### config.mk
export PLATFORM = sky130hd
export DESIGN_NAME = ifu
export DESIGN_NICKNAME = d
export VERILOG_FILES = /design/src/rtl/ifu.sv
export SDC_FILE = /design/constraint.sdc
export NUM_CORES = 1
export LEC_CHECK = 0
export CORE_ASPECT_RATIO = 1.2
export CORE_MARGIN = 1
export CORE_UTILIZATION = 49
export CTS_BUF_LIST = sky130_fd_sc_hd__clkbuf_8
export CTS_CLUSTER_SIZE = 12
export DETAILED_ROUTE_END_ITERATION = 8
export PLACE_DENSITY = 0.93
export SYNTH_ARGS = -nofsm -noshare
export SYNTH_HDL_FRONTEND = slang
export SYNTH_SLANG_ARGS = --single-unit
### constraint.sdc
create_clock -name clk -period 5.85 [get_ports clk]
set_input_delay 0.8775 -clock clk [delete_from_list [all_inputs] [get_ports clk]]
set_output_delay 0.8775 -clock clk [all_outputs]
set_load 0.005 [all_outputs]
### src/rtl/ifu.sv
// Instruction fetch unit: one outstanding imem request, single-entry buffer toward decode.
// Optional IFU_MISALIGN_CHECK_EN traps misaligned redirects into a sticky error state.
module ifu #(
   parameter logic [31:0] RESET_PC = 32'h8000_0000
) (
   input  logic        clk,
   input  logic        rst,
   output logic        imem_req_valid,
   output logic [31:0] imem_req_addr,
   input  logic        imem_req_ready,
   input  logic        imem_resp_valid,
   input  logic [31:0] imem_resp_data,
   output logic        inst_valid,
   output logic [31:0] inst,
   output logic [31:0] inst_pc,
   input  logic        inst_ready,
   input  logic        redirect_valid,
   input  logic [31:0] redirect_pc,
   output logic        fetch_misalign
);

   typedef enum logic [2:0] {S_IDLE, S_REQ, S_WAIT, S_HOLD, S_ERR} state_t;

   state_t      state_q, state_d;
   logic [31:0] pc_q, pc_d;
   logic [31:0] inst_q, inst_d;
   logic [31:0] inst_pc_q, inst_pc_d;
   logic        drop_q, drop_d;
   logic        misalign_q, misalign_d;

   logic [31:0] redir_tgt;
   logic        redir_bad;
   logic        take_redir;

`ifdef IFU_MISALIGN_CHECK_EN
   assign redir_tgt = redirect_pc;
   assign redir_bad = redirect_pc[1:0] != 2'b00;
`else
   logic unused_redir_lo;
   assign unused_redir_lo = ^redirect_pc[1:0];
   assign redir_tgt       = {redirect_pc[31:2], 2'b00};
   assign redir_bad       = 1'b0;
`endif

   // The error state swallows redirects entirely.
   assign take_redir = redirect_valid && (state_q != S_ERR);

   always_comb begin
      state_d    = state_q;
      pc_d       = pc_q;
      inst_d     = inst_q;
      inst_pc_d  = inst_pc_q;
      drop_d     = drop_q;
      misalign_d = misalign_q;

      case (state_q)
         S_IDLE: begin
            state_d = S_REQ;
            if (take_redir) pc_d = redir_tgt;
         end
         S_REQ: begin
            if (take_redir) begin
               pc_d = redir_tgt;
               if (imem_req_ready) begin
                  drop_d  = 1'b1;
                  state_d = S_WAIT;
               end
            end else if (imem_req_ready) begin
               state_d = S_WAIT;
            end
         end
         S_WAIT: begin
            if (take_redir) begin
               pc_d = redir_tgt;
               if (imem_resp_valid) begin
                  // The stale response completes here, so nothing is left to drop.
                  drop_d  = 1'b0;
                  state_d = S_REQ;
               end else begin
                  drop_d = 1'b1;
               end
            end else if (imem_resp_valid) begin
               if (drop_q) begin
                  drop_d  = 1'b0;
                  state_d = S_REQ;
               end else begin
                  inst_d    = imem_resp_data;
                  inst_pc_d = pc_q;
                  state_d   = S_HOLD;
               end
            end
         end
         S_HOLD: begin
            if (take_redir) begin
               pc_d    = redir_tgt;
               state_d = S_REQ;
            end else if (inst_ready) begin
               pc_d    = pc_q + 32'd4;
               state_d = S_REQ;
            end
         end
         S_ERR: begin
            state_d = S_ERR;
         end
         default: begin
            state_d = S_IDLE;
         end
      endcase

      if (take_redir && redir_bad) begin
         misalign_d = 1'b1;
         state_d    = S_ERR;
      end
   end

   always_ff @(posedge clk or posedge rst) begin
      if (rst) begin
         state_q    <= S_IDLE;
         pc_q       <= RESET_PC;
         inst_q     <= 32'd0;
         inst_pc_q  <= 32'd0;
         drop_q     <= 1'b0;
         misalign_q <= 1'b0;
      end else begin
         state_q    <= state_d;
         pc_q       <= pc_d;
         inst_q     <= inst_d;
         inst_pc_q  <= inst_pc_d;
         drop_q     <= drop_d;
         misalign_q <= misalign_d;
      end
   end

   assign imem_req_valid = (state_q == S_REQ);
   assign imem_req_addr  = pc_q;
   assign inst_valid     = (state_q == S_HOLD);
   assign inst           = inst_q;
   assign inst_pc        = inst_pc_q;
   assign fetch_misalign = misalign_q;

endmodule

==> results.cfg <==
[synthesis]
ys_warn_count = 0
synth-main-ff-cell = dfrtp_1
synthArstFlopShare_pct = 100
synth_cell_types = 53
synth-seq-area-share_pct = 53.0
synth.avg_cell_area_um2 = 11.2
synth_area_leaders = dfrtp_1, mux2_1, mux2_2
synth_edf_count = 0
post_synth_inst_count = 404
synth_area_leader_cell = dfrtp_1
netlist_area_um2 = 4540
synth.top_cell.area_share_pct = 52.4
ys_ff_latch = 96

[finish]
n_antenna_cell = 0
nets = 627
final_common_cell = clkdlybuf4s50_1
area_growth_pct = 42.2
layout_common_cells = clkdlybuf4s50_1, dfrtp_1, mux2_1
seq_area_um2 = 2400
drive_gt1_share_pct = 8.93
fin_util_pct = 71.4
multi_input_area_um2 = 1990
fillers = 617

[routing]
vias = 3938
drt_iter0_drc = 257
wl_per_cell_um = 17.6
vias_per_cell = 5.79
first_pass_iters = 4
ant_nets = 0
drc_errors = 0
wirelength_mm = 12.0

[clocking]
numClockSinks = 96
cts_setup_buffers = 0
cts_tree = yes
cts_buffers = 9
clock-root-buffer = clkbuf_8
clkSlewWorstSetupHoldPaths_ns = 0.10
cts_resized = 0
holdBufCountCts = 0
cts.htree.levels = 3
cts.path.max_buffers = 2
clkLatencyLatePin_ns = 0.37

[critical_path]
path_max_fanout = 22
rr_endpoint = inst[24]$_DFFE_PP0P_
cp-start-kind = input port
crit_path_end_kind = flip-flop
slowest_stage = a31o_1
arrival_ns = 3.19
ff2ff_path_depth = 5
ff2ff_setup_slack_ns = 3.37
critical-path-max-stage-delay_ns = 0.53
critical_path_class = in2reg
crit_chain = clkdlybuf4s50_1 -> nor2b_1 -> a31o_1 -> buf_4 -> o21ai_0 -> a22oi_1 -> o211ai_1
cp.required_ns = 6.10
r2r-start = state_q[1]$_DFFE_PP0P_

[sta]
hold_viol = 0
post-route-min-period_ns = 2.94
rsz0062_at_grt = false
timing.fmax_ghz = 0.340
setup_tns_ns = 0
finClkSkew_ns = 0.0120
finalCritPeriodShare_pct = 50.2
worst_slew_pin_slew_ns = 1.27
max_slew_margin_pct = 15.2
setup-violations-final = 0
slew_violations = 0

[global_routing]
overflow = 0
track_usage_pct = 25.9
grt_pass1_vias = 3804
antenna_found_initial = 0
grt_pass1_wl_mm = 19.6
grt_max_degree = 78

[placed_design]
portBuffers = 161
gp_congestion = 0.841
post-dp-hpwl_mm = 8.34

[floorplanning]
io_pins = 169
initial_core_util_pct = 50.2
die_w_um = 89.8
num_rows = 38
coreArea_um2 = 9030
dieArea_um2 = 9650
die_height_um = 107

[worst_hold_path]
hold_path.class = reg2reg
whs_path_depth = 1
hp-start = inst[19]$_DFFE_PP0P_
min_to = inst[19]$_DFFE_PP0P_

[pwr]
power.density_nw_per_um2 = 396
leakage_nw = 2.80
vdd_ir_drop_max_mv = 0.230

[flow_run]
max_cap_violations = 0

[outcome]
status = completed
-- flip-flops by register name (all words and copies together), names as in the netlist --
register / flops
drop_q: 1
state_q: 3
inst_pc: 30
imem_req_addr: 30
inst: 32
-- routing by layer --
| layer | part of all wire [%] | up-vias | global-route usage, % |
|---|---|---|---|
| met1 | 41 | 1932 | 33.0 |
| met3 | 6.2 | 16 | 4.24 |
| met5 | 0 | - | 0 |
| met2 | 51 | 202 | 44.8 |
| li1 | - | 1788 | - |
| met4 | 1.8 | 0 | 9.48 |
-- Yosys cell counts, types with 4 or more instances --
cell       count
buf_4          5
o22ai_1        8
mux2_1        44
nor3_1         7
and3_1         8
dfrtp_1       95
o21ai_1        4
o21ai_0       19
a31oi_1        4
nor2_1        13
nand2_1       31
nand3_1       15
buf_2         15
mux2_2        15
a21oi_1       33
inv_1          5
clkbuf_1       9
nor3b_1        4
a2bb2oi_1      7
nand4_1       12
-- worst max-delay path by stage --
| stage | start | to | cells past startpoint |
|---|---|---|---|
| finish | redirect_valid | imem_req_addr[29]$_DFFE_PP0P_ | 7 |
| global route | redirect_valid | imem_req_addr[29]$_DFFE_PP0P_ | 7 |
| CTS | redirect_valid | imem_req_addr[29]$_DFFE_PP0P_ | 7 |
| detailed placement | redirect_valid | imem_req_addr[29]$_DFFE_PP0P_ | 7 |
| global placement | redirect_valid | imem_req_addr[29]$_DFFE_PP0P_ | 7 |
| floorplan | rst | drop_q$_DFFE_PP0P_ | 1 |
-- per-stage QoR --
step                area (µm²)  worst slack [ns]  hold slack, ns  std cells  total power, mW
global route              6450              2.74           0.518        680             2.70
finish                    6450              2.91           0.496        680             2.55
CTS                       6450              2.96           0.500        680             2.56
detailed placement        6210              2.57           0.480        665             2.05
floorplan                 4550              2.47           0.452        408             1.46
global placement          6210              2.62           0.463        665             2.00
-- power by group --
| part | internal [mW] | switching [mW] | total (mW) |
|---|---|---|---|
| Combinational | 0.581 | 0.370 | 0.950 |
| Clock | 0.281 | 0.229 | 0.510 |
| Sequential | 0.868 | 0.226 | 1.09 |
| Total | 1.73 | 0.825 | 2.55 |
-- logic make-up (layout without fill, tap and decap cells) --
group	Yosys count	count (layout)	synth area share, %
compound gates	92	92	12.4
flops	96	96	53.0
buf+inv	34	186	3.64
fa+ha+maj	1	1	0.276
simple gates	118	118	15.3
mux	62	62	15.3
other cells	1	5	0.0827
-- final cells by class --
cell class                 count  area share [%]
multi-input combinational    278            30.9
sequential                    96            37.3
clock buffer                   9            1.92
inverter                       5           0.330
clock inverter                 6            1.69
timing repair buffer         166            25.6
tap                          120            2.33
-- worst max-delay path: cells and delay by family --
| kind | cells | cell delay, ns |
|---|---|---|
| AOI/OAI and AO/OA | 4 | 0.95 |
| and+or+nand+nor | 1 | 0.48 |
| buffers and inverters | 2 | 0.88 |
Power figures use the tool's default switching activity.
